<file path="src/rtl/onehot_pulse_decoder.sv">
// Binary index in (valid/ready), one-hot strobe out one cycle after accept, held PULSE_LEN cycles.
// in_ready only in IDLE or on the last DRIVE cycle; ONEHOT_DEC_RANGE_CHECK_EN drops idx >= WIDTH and pulses err.
module onehot_pulse_decoder #(
  parameter int WIDTH     = 8,
  parameter int OUT_BITS  = 3,
  parameter int PULSE_LEN = 4
) (
  input  logic                clk,
  input  logic                rst,
  input  logic                in_valid,
  output logic                in_ready,
  input  logic [OUT_BITS-1:0] in_idx,
  output logic [WIDTH-1:0]    out,
  output logic                out_valid,
  output logic                busy,
  output logic                err
);

  localparam int CW = (PULSE_LEN > 1) ? $clog2(PULSE_LEN) : 1;
  localparam logic [CW-1:0] CNT_LAST = CW'(PULSE_LEN - 1);

  typedef enum logic {IDLE = 1'b0, DRIVE = 1'b1} state_t;

  state_t           r_state, w_state_nxt;
  logic [CW-1:0]    r_cnt, w_cnt_nxt;
  logic [WIDTH-1:0] r_out, w_out_nxt;
  logic             r_err, w_err_nxt;

  logic             w_accept;
  logic             w_take;
  logic             w_in_range;
  logic             w_last;
  logic [WIDTH-1:0] w_onehot;

  assign w_last     = (r_cnt == CNT_LAST);
  assign in_ready   = !rst && ((r_state == IDLE) || w_last);
  assign w_accept   = in_valid && in_ready;
  assign w_in_range = (32'(in_idx) < WIDTH);
  assign w_onehot   = w_in_range ? (WIDTH'(1) << in_idx) : '0;

`ifdef ONEHOT_DEC_RANGE_CHECK_EN
  // A dropped index must look exactly like no transfer to the FSM.
  assign w_take    = w_accept && w_in_range;
  assign w_err_nxt = w_accept && !w_in_range;
`else
  assign w_take    = w_accept;
  assign w_err_nxt = 1'b0;
`endif

  always_ff @(posedge clk) begin
    if (rst) begin
      r_state <= IDLE;
      r_cnt   <= '0;
      r_out   <= '0;
      r_err   <= 1'b0;
    end else begin
      r_state <= w_state_nxt;
      r_cnt   <= w_cnt_nxt;
      r_out   <= w_out_nxt;
      r_err   <= w_err_nxt;
    end
  end

  always_comb begin
    w_state_nxt = r_state;
    w_cnt_nxt   = r_cnt;
    w_out_nxt   = r_out;
    case (r_state)
      IDLE: begin
        if (w_take) begin
          w_state_nxt = DRIVE;
          w_cnt_nxt   = '0;
          w_out_nxt   = w_onehot;
        end
      end
      DRIVE: begin
        if (w_last) begin
          w_cnt_nxt = '0;
          // Reload on the last cycle keeps back-to-back strobes gap-free.
          if (w_take) begin
            w_out_nxt = w_onehot;
          end else begin
            w_state_nxt = IDLE;
            w_out_nxt   = '0;
          end
        end else begin
          w_cnt_nxt = r_cnt + 1'b1;
        end
      end
      default: begin
        w_state_nxt = IDLE;
        w_cnt_nxt   = '0;
        w_out_nxt   = '0;
      end
    endcase
  end

  assign out       = r_out;
  assign out_valid = (r_state == DRIVE);
  assign busy      = (r_state == DRIVE);
  assign err       = r_err;

endmodule

</file>
<file path="config.mk">
export PLATFORM = sky130hd
export DESIGN_NAME = onehot_pulse_decoder
export DESIGN_NICKNAME = d
export VERILOG_FILES = /design/src/rtl/onehot_pulse_decoder.sv
export SDC_FILE = /design/constraint.sdc
export NUM_CORES = 1
export LEC_CHECK = 0
export ABC_AREA = 1
export BUFFER_PORTS_ARGS = -buffer_cell sky130_fd_sc_hd__clkbuf_2
export CORE_AREA = 2 2 39 41
export DETAILED_ROUTE_END_ITERATION = 10
export DIE_AREA = 0 0 41 43
export HOLD_SLACK_MARGIN = 0.03
export PLACE_DENSITY = 0.75
export SLEW_MARGIN = 40
export SYNTH_ARGS = -nofsm -noshare
export SYNTH_HDL_FRONTEND = slang
export SYNTH_SLANG_ARGS = --single-unit
export TNS_END_PERCENT = 10
</file>
<file path="constraint.sdc">
create_clock -name clk -period 1.25 [get_ports clk]
set_input_delay 0.25 -clock clk [delete_from_list [all_inputs] [get_ports clk]]
set_output_delay 0.25 -clock clk [all_outputs]
set_load 0.005 [all_outputs]
</file>
==> flow_metrics.py, run 1 <==
metrics = {
    "run_status": {
        "outcome": "finished with violations",
        "violations": "negative setup slack",
    },
    "layout": {
        "stdcell_count": 109,
        "nNetsFinal": 101,
        "final_core_util": 0.486,
        "area_growth_pct": 30.0,
        "drive_gt1_frac": 0.366,
        "antenna_cells": 0,
    },
    "logic_synthesis": {
        "synth_adder_area_share": 0.0242,
        "syn-cell-area_um2": 518,
        "avgSynthCellArea_um2": 7.10,
        "synth-xor-area-share": 0,
        "synth.top_cell.area_share": 0.425,
        "syn_inst": 73,
        "ys_types": 17,
        "ys_seq_elements": 11,
        "synth_area_leaders": "dfxtp_1, nand2_1, a21oi_1",
        "synth-simple-area-share": 0.338,
        "synth-compound-area-share": 0.114,
        "yosys.area.top_type": "dfxtp_1",
        "seq_area_frac_synth": 0.425,
        "synth_top_family_by_area": "simple AND/OR/NAND/NOR gates",
        "synth_warnings": 0,
        "synth.area.mux_share": 0,
        "syn_nets": 80,
    },
    "routing": {
        "ant_nets": 0,
        "route.met2.wl_um": 540,
        "met1_length_um": 507,
        "post-route-drc-count": 0,
        "wl_um": 1140,
        "drt_iter0_drc": 8,
        "first_pass_iters": 3,
        "wl_per_cell_um": 10.5,
        "top_layer": "met4",
        "wl_met3_um": 61,
        "avgViaCountPerCell": 4.78,
        "num_vias": 521,
    },
    "timing": {
        "setup_slack_ns": -0.0212,
        "holdWs_ns": 0.281,
        "finalHoldViolCount": 0,
        "slew_violations": 0,
        "setup_violations": 1,
        "rsz0062_at_grt": "true",
        "skew_ns": 0.00422,
        "finalCritPeriodShare": 1.02,
        "finalSetupTns_ns": -0.0212,
        "period_needed_ns": 1.27,
        "fmax_mhz": 787,
    },
    "clock_network": {
        "clkTransAtPathRegs_ns": 0.07,
        "clk_latency_ns": 0.27,
        "cts_tree": "yes",
        "cts.sinks": 11,
        "clockBufferDepth": 2,
        "h-tree-depth": 1,
        "cts_buffers": 3,
        "clock-root-buffer": "clkbuf_4",
    },
    "die": {
        "rows": 14,
        "die-area_um2": 1760,
        "start_util": 0.374,
        "die_height_um": 43,
        "io_pins": 18,
        "die_w_um": 41,
        "core_um2": 1380,
    },
    "power": {
        "cellPowerDensity_nw_per_um2": 1060,
        "irDropWorstVdd_v": 0.000634,
        "leakagePower_nw": 0.306,
    },
    "flow_run": {
        "maxCapViolCount": 0,
    },
    "worst_hold_path": {
        "min_from": "in_valid",
        "hp-class": "primary input to flip-flop",
        "hold_depth": 3,
        "hold_end": "busy",
    },
    "setup_path": {
        "path_max_fanout": 3,
        "crit_required_ns": 1.00,
        "worstSetupPathType": "flip-flop to output pin",
        "r2r_cells": 6,
        "startpoint_type": "flip-flop",
        "crit_family": "flip-flops",
        "crit_arrival_ns": 1.02,
        "path_buf_inv": 1,
        "critPathSlowestCell": "dfxtp_2",
        "path_cells": "ha_4, nor2_4, nor2_1, buf_2",
        "timing.rr.start": "r_cnt[0]",
        "end_kind": "output pin",
        "r2r-end": "out[6]",
        "crit_start": "r_cnt[0]",
        "critPathMaxStageDelay_ns": 0.34,
        "rrSetupSlack_ns": 0.11,
    },
    "placed_design": {
        "io_buffers": 16,
        "gp_congestion": 0.695,
        "placed_cells": 103,
        "dp_hpwl_um": 790,
    },
    "grt": {
        "grt-ovfl-total": 0,
        "antenna_found_initial": 0,
        "grt_pass1_vias": 453,
        "grtUsageTotal": 0.156,
        "grt_pass1_wl_um": 1860,
        "grt_max_degree": 11,
    },
}
-- final cells by class --
cell class	count	area [um2]
timing repair buffer	19	103
multi-input combinational	52	270
sequential	11	226
clock buffer	4	26.3
inverter	7	27.5
tap	16	20.0
fill	149	711
-- flip-flops by register name, summed over array words and instances, names as in the netlist --
name and flops:
busy 1, r_cnt 2, out 8
-- layer usage --
metal | global-route usage | vias up
met5 | 0 | -
li1 | - | 272
met1 | 0.195 | 230
met2 | 0.228 | 14
met3 | 0.0366 | 5
met4 | 0.100 | 0
-- stage by stage --
step	power, mW	worst slack (ns)	cell area [um2]
after floorplan	0.436	0.198	518
after global placement	0.464	0.137	606
after detailed placement	0.466	0.0981	606
after CTS	0.708	0.00734	661
after global routing	0.747	-0.0520	673
final	0.712	-0.0212	673
-- cells in the mapped netlist --
master and number:
conb_1 1, a21oi_1 9, nand2_1 15, a21oi_2 1
nand4_2 1, dfxtp_1 11, inv_1 4, o21ai_1 1
nand3_2 1, nand2_2 1, buf_4 2, ha_1 1
clkinv_2 1, nor2_1 12, inv_2 2, buf_2 1
nand3_1 9
-- worst reg2reg max path: stages, from the launching register on --
cell and delay [ns]:
dfxtp_2 0.36, ha_4 0.16, inv_1 0.05, nand2_2 0.07, nand4_2 0.18, nand3_1 0.14, a21oi_1 0.06
-- worst max-delay path by stage --
| stage | cells past startpoint | end | slack [ns] |
|---|---|---|---|
| finish | 4 | in_ready | -0.02 |
| global route | 4 | in_ready | -0.05 |
| floorplan | 7 | out[2] | 0.20 |
| CTS | 4 | in_ready | 0.007 |
| detailed placement | 6 | out[4] | 0.1 |
| global placement | 6 | out[7] | 0.14 |
-- cells in the final DEF, fill, tap and decap left out --
cell type  Yosys  routed
nand2_2        1       1
nand3_2        1       1
inv_1          4       4
dfxtp_2        0       2
buf_2          1       1
buf_4          2       3
clkinv_2       1       1
dfxtp_1       11       8
nand3_1        9       9
conb_1         1       1
clkbuf_2       0      15
nor2_4         0       1
inv_2          2       2
o21ai_1        1       1
a21oi_2        1       1
clkbuf_1       0       1
a21oi_1        9       9
clkbuf_4       0       3
nor2_1        12      11
nand4_2        1       1
nand2_1       15      15
ha_4           0       1
dfxtp_4        0       1
-- what timing repair did --
item | in CTS | in global routing
setup buffers | 1 | 1
resized for setup | 7 | 2
pin swaps | 2 | 1
endpoints found under the setup margin | 1 | 1
hold buffers | 0 | 0
-- power by group --
| group | internal (mW) | switching, mW | total, mW |
|---|---|---|---|
| registers | 0.362 | 0.0120 | 0.374 |
| clock network | 0.123 | 0.110 | 0.234 |
| logic | 0.0450 | 0.0588 | 0.104 |
| total | 0.531 | 0.181 | 0.712 |
-- cells by family (layout without fill, tap and decap cells) --
family / count (synthesis) / count (layout)
fa+ha+maj: 1 / 1
buf+inv: 10 / 30
other cells: 1 / 1
flops: 11 / 11
compound gates: 11 / 11
simple gates: 39 / 39
Note: power is estimated with default switching activity, not from simulation.
==> inputs of run 2 (changes only) <==
Settings changed: ABC_AREA 1 to unset, PLACE_DENSITY 0.75 to 0.72, REMOVE_ABC_BUFFERS set to 1.
==> flow_metrics.py, run 2 <==
metrics = {
    "grt": {
        "grt_max_degree": 10,
        "use_met2": 0.191,
        "top_usage_layer": "met2",
        "use_met1": 0.137,
        "gr-usage-met3": 0.0628,
        "grt_pass1_vias": 342,
        "grt-ovfl-total": 0,
        "grtUsageTotal": 0.131,
        "grt_pass1_wl_um": 1430,
        "antenna_found_initial": 0,
    },
    "timing": {
        "holdWs_ns": 0.264,
        "period_needed_ns": 1.38,
        "slew_violations": 0,
        "fmax_mhz": 725,
        "rsz0062_at_grt": "true",
        "setup_violations": 9,
        "skew_ns": 0.000853,
        "setup_slack_ns": -0.130,
        "finalHoldViolCount": 0,
        "finalCritPeriodShare": 1.10,
    },
    "logic_synthesis": {
        "ys_dominant_reg_cell": "dfxtp_1",
        "syn_inst": 43,
        "ys_seq_elements": 11,
        "synth.top_cell.area_share": 0.455,
        "synth_common_cells": "dfxtp_1, nor2_1, a32o_1",
        "synth_area_leaders": "dfxtp_1, a32o_1, nor2_1",
        "ys_types": 21,
        "yosys.area.top_type": "dfxtp_1",
        "synth_warnings": 0,
        "synth_edf_count": 0,
        "syn-cell-area_um2": 484,
        "avgSynthCellArea_um2": 11.3,
        "seq_area_frac_synth": 0.455,
        "postSynth.asyncResetShare": 0,
        "synth_most_common_cell": "dfxtp_1",
    },
    "setup_path": {
        "crit_start": "r_cnt[1]",
        "critPathMaxStageDelay_ns": 0.34,
        "timing.rr.start": "r_cnt[1]",
        "end_kind": "output pin",
        "path_cells": "ha_4, nor2b_4, buf_6, nor2_1, clkbuf_2",
        "path_max_fanout": 2,
        "r2r-end": "out[2]",
        "startpoint_type": "flip-flop",
        "rrSetupSlack_ns": -0.10,
        "cp-endpoint": "in_ready",
        "worstSetupPathType": "flip-flop to output pin",
        "crit_required_ns": 1.00,
        "crit_arrival_ns": 1.13,
        "critPathSlowestCell": "dfxtp_2",
        "r2r_cells": 5,
    },
    "clock_network": {
        "cts_buffers": 3,
        "cts_tree": "yes",
        "clk_latency_ns": 0.27,
        "clkTransAtPathRegs_ns": 0.07,
        "clockBufferDepth": 2,
        "clock-root-buffer": "clkbuf_4",
        "cts.sinks": 11,
        "ctsHoldBuffers": 0,
        "h-tree-depth": 1,
    },
    "layout": {
        "final_core_util": 0.455,
        "drive_gt1_frac": 0.508,
        "final_cell_mix": "clkbuf_2, dfxtp_1, nor2_1",
        "final_common_cell": "clkbuf_2",
        "stdcell_count": 79,
        "largest_reg_flops": 8,
        "area_growth_pct": 30.0,
        "nNetsFinal": 71,
        "antenna_cells": 0,
    },
    "run_status": {
        "violations": "negative setup slack",
        "outcome": "finished with violations",
    },
    "routing": {
        "avgViaCountPerCell": 5.08,
        "wl_per_cell_um": 12.9,
        "ant_nets": 0,
        "first_pass_iters": 4,
        "drt_iter0_drc": 5,
        "wl_um": 1020,
        "num_vias": 401,
        "post-route-drc-count": 0,
    },
    "placed_design": {
        "gp_congestion": 0.717,
        "dp_slack_ns": -0.0289,
        "io_buffers": 16,
        "placed_cells": 73,
        "dp_hpwl_um": 725,
    },
    "worst_hold_path": {
        "hp-class": "primary input to flip-flop",
    },
    "die": {
        "start_util": 0.350,
        "core_um2": 1380,
        "die-area_um2": 1760,
        "rows": 14,
        "die_height_um": 43,
        "io_pins": 18,
        "die_w_um": 41,
    },
    "flow_run": {
        "maxCapViolCount": 0,
    },
    "power": {
        "irDropWorstVdd_v": 0.000428,
        "totalPowerFinal_mw": 0.708,
        "cellPowerDensity_nw_per_um2": 1130,
        "leakagePower_nw": 0.292,
    },
}
## run 2: cell count changes in the layout (fill, tap and decap cells not counted), sizes merged, moves of 2 or more
cell / delta
nand2: -16
a21oi: -9
nor3: +2
nand3: -10
inv: -5
nor2: -5
nor2b: +2
a22o: +2
a32o: +6
nor3b: +2
## run 2: worst min path at each step
stage          startpoint     end  slack [ns]  cells past startpoint
3_3_place_gp       out[7]  out[7]        0.46                      1
5_1_grt               rst    busy        0.27                      2
2_1_floorplan         rst    busy        0.32                      1
3_5_place_dp       out[7]  out[7]        0.46                      1
4_1_cts               rst    busy        0.25                      2
6_report              rst    busy        0.26                      2
## run 2: kinds of logic after synthesis
group / Yosys count / synth area share
and+or+nand+nor: 14 / 0.209
buffers and inverters: 5 / 0.0723
other: 1 / 0.00774
DFF: 11 / 0.455
adders and majority gates: 1 / 0.0258
muxes: 1 / 0.0207
AOI/OAI and AO/OA: 10 / 0.209
## run 2: layout make-up
cell class                 count  area [um2]
fill                         132         754
multi-input combinational     27         241
sequential                    11         224
timing repair buffer          20         114
clock buffer                   4        26.3
tap                           16        20.0
inverter                       1        3.75
## run 2: where the power goes
part,leakage (nW),internal [mW],switching [mW]
Combinational,0.187,0.0472,0.0483
Sequential,0.0903,0.360,0.00849
Clock,0.0150,0.124,0.120
Total,0.292,0.531,0.177
## run 2: critical path: cells and delay by family, from the launching register on
family        cells  cell delay (ns)
buf+inv           2             0.21
flops             1             0.34
simple gates      2             0.15
fa+ha+maj         1             0.16
## run 2: timing repair
action,CTS,global route
setup endpoints to repair,9,9
setup buffers,2,0
pin swaps,1,0
gates resized for setup,6,0
## run 2: metrics by stage
stage	TNS [ns]	instance area, um2
2_1_floorplan	0	453
3_3_place_gp	0	568
3_5_place_dp	-0.0411	568
4_1_cts	-0.449	629
5_1_grt	-1.10	629
6_report	-0.699	629
## run 2: routing by layer
metal	vias to the layer above	part of all wire
li1	194	-
met1	189	0.42
met2	14	0.48
met3	4	0.068
met4	0	0.028
met5	-	0
==> inputs of run 3 (changes only) <==
Settings changed: CELL_PAD_IN_SITES_DETAIL_PLACEMENT set to 0, CELL_PAD_IN_SITES_GLOBAL_PLACEMENT set to 2, CORE_AREA 2 2 39 41 to unset, CORE_MARGIN set to 2, CORE_UTILIZATION set to 27, DIE_AREA 0 0 41 43 to unset, PLACE_DENSITY 0.72 to 0.83.
==> flow_metrics.py, run 3 (synthesized netlist as in run 2, its figures left out) <==
metrics = {
    "die": {
        "io_pins": 18,
        "start_util": 0.284,
        "die-area_um2": 2150,
        "rows": 15,
        "core_um2": 1710,
        "die_w_um": 46.4,
        "die_height_um": 46.4,
    },
    "layout": {
        "drive_gt1_frac": 0.544,
        "final_core_util": 0.405,
        "nNetsFinal": 76,
        "antenna_cells": 0,
        "stdcell_area_um2": 692,
        "final_cell_mix": "clkbuf_2, dfxtp_1, buf_4",
        "area_growth_pct": 42.9,
        "largest_reg_flops": 8,
        "final_common_cell": "clkbuf_2",
    },
    "grt": {
        "top_usage_layer": "met2",
        "use_met1": 0.151,
        "grt_pass1_wl_um": 1660,
        "antenna_found_initial": 0,
        "grtUsageTotal": 0.116,
        "use_met2": 0.158,
        "grt_pass1_vias": 371,
        "grt_max_degree": 7,
        "gr-usage-met3": 0.0353,
        "grt-ovfl-total": 0,
    },
    "routing": {
        "post-route-drc-count": 0,
        "avgViaCountPerCell": 4.38,
        "wl_um": 1020,
        "drt_iter0_drc": 5,
        "num_vias": 407,
        "first_pass_iters": 2,
        "wl_per_cell_um": 10.9,
        "ant_nets": 0,
    },
    "power": {
        "irDropWorstVdd_v": 0.000611,
        "p_seq_frac": 0.502,
        "comb_power_share": 0.164,
        "leakagePower_nw": 0.321,
        "p_sw_frac": 0.248,
        "switchingPower_mw": 0.181,
        "cellPowerDensity_nw_per_um2": 1060,
        "p_clk_frac": 0.334,
        "intPower_mw": 0.549,
        "totalPowerFinal_mw": 0.730,
    },
    "setup_path": {
        "end_kind": "output pin",
        "timing.rr.start": "r_cnt[1]",
        "startpoint_type": "flip-flop",
        "crit_arrival_ns": 1.14,
        "rrSetupSlack_ns": -0.08,
        "r2r_cells": 6,
        "r2r-end": "out[2]",
        "worstSetupPathType": "flip-flop to output pin",
        "crit_required_ns": 1.00,
        "path_max_fanout": 2,
    },
    "run_status": {
        "violations": "negative setup slack",
        "outcome": "finished with violations",
    },
    "clock_network": {
        "clockBufferDepth": 2,
        "clock-root-buffer": "clkbuf_4",
        "cts_tree": "yes",
        "cts.sinks": 11,
        "h-tree-depth": 1,
        "clkTransAtPathRegs_ns": 0.07,
        "clk_latency_ns": 0.27,
        "cts_buffers": 3,
    },
    "worst_hold_path": {
        "min_from": "rst",
        "hold_depth": 2,
        "hold_end": "r_cnt[0]",
        "hp-class": "primary input to flip-flop",
    },
    "placed_design": {
        "dp_slack_ns": -0.0266,
        "io_buffers": 16,
        "postPlaceCellArea_um2": 629,
        "dp_hpwl_um": 780,
        "gp_congestion": 0.809,
    },
    "timing": {
        "slew_violations": 0,
        "fmax_mhz": 718,
        "setup_slack_ns": -0.142,
        "period_needed_ns": 1.39,
        "setup_violations": 9,
        "rsz0062_at_grt": "true",
        "finalCritPeriodShare": 1.11,
        "finalHoldViolCount": 0,
        "holdWs_ns": 0.189,
        "skew_ns": 0.00251,
    },
    "flow_run": {
        "maxCapViolCount": 0,
    },
}
[run 3: cell count changes in the layout (fill, tap and decap cells not counted), sizes merged]
cell,previous run,this run
buf,4,9
[run 3: per-layer routing]
layer,up-vias,part of all wire,routed length [um]
li1,203,-,-
met4,0,0.019,19
met1,185,0.49,494
met5,-,0,0
met3,4,0.064,65
met2,15,0.43,436
[run 3: critical path, stage by stage, from the launching register on]
cell      delay (ns)
dfxtp_2         0.34
ha_4            0.16
nor2b_4         0.14
buf_12          0.11
nor2_2          0.02
clkbuf_2        0.10
[run 3: power by group through the flow]
stage	logic (mW)	registers, mW	clock network, mW
after floorplan	0.0444	0.374	0
after global placement	0.109	0.372	0
after detailed placement	0.109	0.372	0
after CTS	0.120	0.366	0.247
after global routing	0.130	0.367	0.270
final	0.120	0.366	0.244
[run 3: stage by stage]
| step | TNS [ns] | cells |
|---|---|---|
| 2_1_floorplan | 0 | 39 |
| 4_1_cts | -0.591 | 93 |
| 6_report | -0.639 | 93 |
| 3_3_place_gp | -0.0709 | 87 |
| 3_5_place_dp | -0.0777 | 87 |
| 5_1_grt | -1.14 | 93 |
[run 3: layout make-up]
class	count	area, um2
Fill cell	173	1020
Multi-Input combinational cell	27	244
Sequential cell	11	223
Timing Repair Buffer	25	164
Tap cell	25	31.3
Clock buffer	4	26.3
Inverter	1	3.75
[run 3: timing repair]
item                       4_1_cts  5_1_grt
pin swaps                        5        1
hold buffers                     0        0
resized for setup                6        0
buffers inserted                 2        0
setup endpoints to repair        6        9
[run 3: worst max-delay path by stage]
stage               end      from  depth (start not counted)  slack [ns]
2_1_floorplan    out[0]  r_cnt[0]                          4        0.03
4_1_cts        in_ready  r_cnt[0]                          5       -0.13
3_5_place_dp     out[2]  r_cnt[0]                          5       -0.03
6_report       in_ready  r_cnt[1]                          5       -0.14
5_1_grt        in_ready  r_cnt[1]                          5       -0.19
3_3_place_gp     out[6]  r_cnt[0]                          5       -0.02
